[src/rtl/rv_multicycle_ctrl.sv]
// rv_multicycle_ctrl: multi-cycle sequencing FSM for the RV32I core.
// Walks each instruction through FETCH/DECODE/EXEC/MEM/WB, latches the
// opcode class in DECODE and drives the datapath enables and mux selects.
// Optional build macro PERF_CNT_EN adds the CycleCnt/InstRet counters.
module rv_multicycle_ctrl #(
  parameter logic [2:0] RESET_STATE = 3'd0,
  parameter int         IMM_TYPE_W  = 3
) (
  input  logic                  clk,
  input  logic                  rst,
  input  logic [6:0]            Opcode,
  input  logic                  IMemAck,
  input  logic                  DMemAck,
  input  logic                  BranchTaken,
  output logic                  IMemReq,
  output logic                  DMemReq,
  output logic                  DMemWrite,
  output logic                  IRWrite,
  output logic                  PCWrite,
  output logic                  PCSel,
  output logic                  RegWrite,
  output logic [1:0]            WBSel,
  output logic                  ALUSrcA,
  output logic                  ALUSrcB,
  output logic [IMM_TYPE_W-1:0] ImmType,
  output logic                  Halted,
  output logic [2:0]            State
`ifdef PERF_CNT_EN
  ,
  output logic [31:0]           CycleCnt,
  output logic [31:0]           InstRet
`endif
);

  typedef enum logic [2:0] {
    S_FETCH  = 3'd0,
    S_DECODE = 3'd1,
    S_EXEC   = 3'd2,
    S_MEM    = 3'd3,
    S_WB     = 3'd4,
    S_TRAP   = 3'd5
  } state_t;

  // Class codes double as the immediate generator's format select.
  typedef enum logic [2:0] {
    C_RTYPE  = 3'd0,
    C_ITYPE  = 3'd1,
    C_STYPE  = 3'd2,
    C_BTYPE  = 3'd3,
    C_UTYPE  = 3'd4,
    C_JTYPE  = 3'd5,
    C_LITYPE = 3'd6,
    C_LJTYPE = 3'd7
  } cls_t;

  state_t state, state_next;
  cls_t   cls, dec_cls;
  logic   is_auipc, dec_auipc, dec_valid;
  logic   sel_a, sel_b;

  // Classify the opcode presented by the IR; only consumed in DECODE.
  always_comb begin
    dec_valid = 1'b1;
    dec_cls   = C_RTYPE;
    dec_auipc = 1'b0;
    case (Opcode)
      7'b0110011: dec_cls = C_RTYPE;
      7'b0010011: dec_cls = C_ITYPE;
      7'b0000011: dec_cls = C_LITYPE;
      7'b0100011: dec_cls = C_STYPE;
      7'b1100011: dec_cls = C_BTYPE;
      7'b0110111: dec_cls = C_UTYPE;
      7'b0010111: begin
        dec_cls   = C_UTYPE;
        dec_auipc = 1'b1;
      end
      7'b1101111: dec_cls = C_JTYPE;
      7'b1100111: dec_cls = C_LJTYPE;
      default:    dec_valid = 1'b0;
    endcase
  end

  // Latch the instruction class (and AUIPC vs LUI) while in DECODE.
  always_ff @(posedge clk or posedge rst) begin
    if (rst) begin
      cls      <= C_RTYPE;
      is_auipc <= 1'b0;
    end else if (state == S_DECODE && dec_valid) begin
      cls      <= dec_cls;
      is_auipc <= dec_auipc;
    end
  end

  // State register.
  always_ff @(posedge clk or posedge rst) begin
    if (rst) state <= state_t'(RESET_STATE);
    else     state <= state_next;
  end

  // ALU operand selects follow the latched class.
  always_comb begin
    sel_a = (cls == C_BTYPE) || (cls == C_JTYPE) || (cls == C_UTYPE && is_auipc);
    sel_b = !((cls == C_RTYPE) || (cls == C_BTYPE));
  end

  // Next-state and datapath controls; everything is forced low during reset.
  always_comb begin
    state_next = state;
    IMemReq    = 1'b0;
    DMemReq    = 1'b0;
    DMemWrite  = 1'b0;
    IRWrite    = 1'b0;
    PCWrite    = 1'b0;
    PCSel      = 1'b0;
    RegWrite   = 1'b0;
    WBSel      = 2'b00;
    ALUSrcA    = 1'b0;
    ALUSrcB    = 1'b0;
    ImmType    = '0;
    Halted     = 1'b0;
    State      = state;
    case (state)
      S_FETCH: begin
        IMemReq = 1'b1;
        if (IMemAck) begin
          IRWrite    = 1'b1;
          state_next = S_DECODE;
        end
      end
      S_DECODE: begin
        if (dec_valid) begin
          ImmType    = IMM_TYPE_W'(dec_cls);
          state_next = S_EXEC;
        end else begin
          state_next = S_TRAP;
        end
      end
      S_EXEC: begin
        ImmType = IMM_TYPE_W'(cls);
        ALUSrcA = sel_a;
        ALUSrcB = sel_b;
        if (cls == C_BTYPE) begin
          PCWrite    = 1'b1;
          PCSel      = BranchTaken;
          state_next = S_FETCH;
        end else if (cls == C_LITYPE || cls == C_STYPE) begin
          state_next = S_MEM;
        end else begin
          state_next = S_WB;
        end
      end
      S_MEM: begin
        ImmType   = IMM_TYPE_W'(cls);
        ALUSrcA   = sel_a;
        ALUSrcB   = sel_b;
        DMemReq   = 1'b1;
        DMemWrite = (cls == C_STYPE);
        if (DMemAck) begin
          if (cls == C_STYPE) begin
            PCWrite    = 1'b1;
            state_next = S_FETCH;
          end else begin
            state_next = S_WB;
          end
        end
      end
      S_WB: begin
        ImmType    = IMM_TYPE_W'(cls);
        ALUSrcA    = sel_a;
        ALUSrcB    = sel_b;
        RegWrite   = 1'b1;
        PCWrite    = 1'b1;
        PCSel      = (cls == C_JTYPE) || (cls == C_LJTYPE);
        if (cls == C_LITYPE)                         WBSel = 2'b01;
        else if (cls == C_JTYPE || cls == C_LJTYPE)  WBSel = 2'b10;
        state_next = S_FETCH;
      end
      S_TRAP: begin
        Halted = 1'b1;
      end
      default: begin
        state_next = S_TRAP;
      end
    endcase
    if (rst) begin
      IMemReq   = 1'b0;
      DMemReq   = 1'b0;
      DMemWrite = 1'b0;
      IRWrite   = 1'b0;
      PCWrite   = 1'b0;
      PCSel     = 1'b0;
      RegWrite  = 1'b0;
      WBSel     = 2'b00;
      ALUSrcA   = 1'b0;
      ALUSrcB   = 1'b0;
      ImmType   = '0;
      Halted    = 1'b0;
    end
  end

`ifdef PERF_CNT_EN
  // Count live cycles and instructions retired on return to FETCH.
  always_ff @(posedge clk or posedge rst) begin
    if (rst) begin
      CycleCnt <= '0;
      InstRet  <= '0;
    end else begin
      if (state != S_TRAP) CycleCnt <= CycleCnt + 32'd1;
      if (state_next == S_FETCH &&
          (state == S_EXEC || state == S_MEM || state == S_WB))
        InstRet <= InstRet + 32'd1;
    end
  end
`endif

endmodule
[config.mk]
export PLATFORM = sky130hd
export DESIGN_NAME = rv_multicycle_ctrl
export DESIGN_NICKNAME = d
export VERILOG_FILES = /design/src/rtl/rv_multicycle_ctrl.sv
export SDC_FILE = /design/constraint.sdc
export NUM_CORES = 1
export LEC_CHECK = 0
export ABC_AREA = 1
export CORE_MARGIN = 3
export CORE_UTILIZATION = 30
export DETAILED_ROUTE_END_ITERATION = 16
export SLEW_MARGIN = 20
export SYNTH_ARGS = -nofsm -noshare
export SYNTH_HDL_FRONTEND = slang
export SYNTH_SLANG_ARGS = --single-unit
[constraint.sdc]
create_clock -name clk -period 1.6 [get_ports clk]
set_clock_uncertainty 0.05 [all_clocks]
set_input_delay 0.16 -clock clk [delete_from_list [all_inputs] [get_ports clk]]
set_output_delay 0.16 -clock clk [all_outputs]
set_load 0.005 [all_outputs]
==> flow_metrics.env <==
export IMPL_grtUsageMet1_pct=18.3
export IMPL_die_w_um=56.4
export IMPL_drv_slew=0
export IMPL_drt_pass1_iter_count=4
export IMPL_synth_mux_area_fraction_pct=0
export IMPL_path_cells="buf_4 -> nor3_4 -> nand2_1 -> buf_4 -> buf_4 -> buf_4 -> buf_4 -> buf_4 -> nand2_1"
export IMPL_worstMarginPinSlew_ns=0.323
export IMPL_synth_edff_count=0
export IMPL_cts_buffer_depth=2
export IMPL_cp_start_kind="flip-flop"
export IMPL_p_leak_uw=0.000780
export IMPL_ir_drop_mv=0.239
export IMPL_power_density_nw_per_um2=279
export IMPL_timing_final_crit_share_pct=107
export IMPL_ctsHoldBuffers=0
export IMPL_cts_tree="yes"
export IMPL_finalSetupViolations=7
export IMPL_cts_sinks=7
export IMPL_cpMostUsedCell="buf_4"
export IMPL_fmax_mhz=582
export IMPL_drive_gt1_share_pct=51.4
export IMPL_overflow=0
export IMPL_port_buffers=29
export IMPL_num_vias=1169
export IMPL_status="finished with violations"
export IMPL_yosysTopAreaCellShare_pct=23.0
export IMPL_track_usage_pct=18.5
export IMPL_cp_end_kind="flip-flop"
export IMPL_slew_limit_headroom_pct=78.2
export IMPL_yosys_area_share_simple_pct=55.8
export IMPL_ys_async_sr_fraction_pct=100
export IMPL_gp_congestion=0.778
export IMPL_setup_ws_ns=-0.119
export IMPL_area_growth_pct=100
export IMPL_ys_types=25
export IMPL_synthFlopType="dfrtp_1"
export IMPL_synth_xor_area_share_pct=0
export IMPL_synth_top_family_by_area="simple AND/OR/NAND/NOR gates"
export IMPL_cp_slowest_stage_delay_ns=0.43
export IMPL_yosysMostFrequentCell="nand2_1"
export IMPL_seq_area_frac_synth_pct=23.0
export IMPL_grt_busiest_layer="met2"
export IMPL_met2_usage_pct=34.6
export IMPL_syn_avg_cell_area_um2=5.82
export IMPL_core_um2=2320
export IMPL_num_rows=17
export IMPL_fin_nets=223
export IMPL_dp_hpwl_mm=2.01
export IMPL_syn_area_um2=762
export IMPL_postRouteAntennaNets=0
export IMPL_drtIter0Drc=24
export IMPL_hold_violations=0
export IMPL_worstSetupPathType="reg2reg"
export IMPL_cp_max_fo=4
export IMPL_design_area_um2=1530
export IMPL_hold_class="in2async"
export IMPL_grt_pass1_wl_mm=4.75
export IMPL_n_antenna_cell=0
export IMPL_synth_adder_area_share_pct=0
export IMPL_drcViolationCount=0
export IMPL_ys_warnings_count=0
export IMPL_cts_htree_levels=1
export IMPL_min_period_ns=1.72
export IMPL_antenna_found_initial=0
export IMPL_wl_per_cell_um=12.1
export IMPL_maxCapViolations=0
export IMPL_rsz0062_at_grt="yes"
export IMPL_clk_pin_slew_ns=0.05
export IMPL_start_util_pct=32.9
export IMPL_vias_per_cell=4.91
export IMPL_grt_pass1_vias=1201
export IMPL_fp_dieArea_um2=3180
export IMPL_cp_slowest_cell="dfrtp_2"
export IMPL_cp_data_required_time_ns=1.74
export IMPL_synth_top_cell_by_area="dfrtp_1"
export IMPL_yosys_top_cells_count="nand2_1 (38), nor2_1 (23), inv_1 (14)"
export IMPL_arrival_ns=1.86
export IMPL_grt_max_degree=8
export IMPL_failed_checks="setup timing"
export IMPL_clock_latency_ns=0.25
export IMPL_synthTopCellsByArea="dfrtp_1 (23%), nand2_1 (19%), nor2_1 (11%)"
export IMPL_totalWireLength_mm=2.89
export IMPL_synth_compound_area_share_pct=10.3
export IMPL_dpl_cell_area_um2=1300
export IMPL_use_met3_pct=2.53
export IMPL_cts_buffers=3
export IMPL_syn_nets=143
export IMPL_ys_ff_latch=7
export IMPL_ios=30
export IMPL_holdWs_ns=0.412
export IMPL_clockRootBuffer="clkbuf_4"
export IMPL_die_y_um=56.4
export IMPL_synth_cells=131
==> worst max-delay path: cells and delay by family, from the launching register on <==
kind	cells	cell delay (ns)
DFF	1	0.43
buffers and inverters	6	0.77
and+or+nand+nor	3	0.42
==> per-stage QoR <==
| step | setup WS (ns) | power, µW | util [%] | setup TNS, ns | std cells |
|---|---|---|---|---|---|
| finish | -0.119 | 426 | 65.9 | -0.521 | 238 |
| global placement | -0.386 | 262 | 56.1 | -2.66 | 215 |
| CTS | -0.175 | 427 | 63.0 | -0.662 | 235 |
| detailed placement | -0.447 | 264 | 56.1 | -3.00 | 215 |
| global route | -0.196 | 449 | 65.9 | -1.49 | 238 |
| floorplan | 0.258 | 207 | - | 0 | 131 |
==> logic make-up (layout without fill, tap and decap cells) <==
family          count (synthesis)  after routing
flops                           7              7
buf+inv                        21            100
compound gates                 14             14
simple gates                   89             89
==> what timing repair did <==
action	in CTS	in global routing
endpoints found under the setup margin	17	17
resized for setup	62	30
setup buffers	16	3
pin swaps	13	6
==> power breakdown <==
group	switching, µW	total, µW	internal [µW]
Clock	65.9	161	95.2
Combinational	41.1	87.6	46.6
Sequential	0.0104	177	177
==> routing by layer <==
layer | wire length, µm | up-vias
li1 | - | 578
met1 | 1090 | 530
met2 | 1570 | 53
met3 | 166 | 8
met4 | 58 | 0
met5 | 0 | -
==> worst paths after layout <==
path	start	depth (start not counted)	slack (ns)	to
max in group asynchronous	rst	3	0.95	State[0]$_DFFE_PP0P_
min	rst	3	0.41	is_auipc$_DFFE_PP0N_
max reg2reg	State[1]$_DFFE_PP0P_	9	-0.12	cls[2]$_DFFE_PP0N_
min reg2reg	is_auipc$_DFFE_PP0N_	2	0.45	is_auipc$_DFFE_PP0N_
max	State[1]$_DFFE_PP0P_	9	-0.12	cls[2]$_DFFE_PP0N_
min in group clk	is_auipc$_DFFE_PP0N_	2	0.45	is_auipc$_DFFE_PP0N_
==> layout make-up <==
class	instances	area, µm²
multi-input combinational	103	612
timing repair buffer	79	611
tap	28	35.0
sequential	7	180
clock buffer	4	26.3
fill	196	791
inverter	17	63.8
==> sequential cells by signal (all words and copies together), names as in the netlist <==
| register | count |
|---|---|
| is_auipc | 1 |
| State | 3 |
| cls | 3 |
==> cells in the final DEF (no fill, tap or decap) <==
cell and count:
a31oi_1 1, buf_4 47, clkbuf_1 1, nor2_1 17, nand3_1 7, clkdlybuf4s50_1 10
a21oi_1 6, inv_2 7, nand3_2 5, o21ai_2 2, nor3_2 3, nand2_2 3
o21ai_0 3, nor2_2 5, dfrtp_2 4, nand3b_1 1, nand4_1 2, nor4_2 1
dlygate4sd2_1 6, nand2_4 3, nand3_4 2, clkbuf_4 3, dfrtp_1 3, a21oi_2 2
clkbuf_2 3, nor2_4 4, inv_1 10, buf_2 9, nor4_1 1, nand2_1 34
nor3_4 1, buf_6 4
Note: power is estimated with default switching activity, not from simulation.
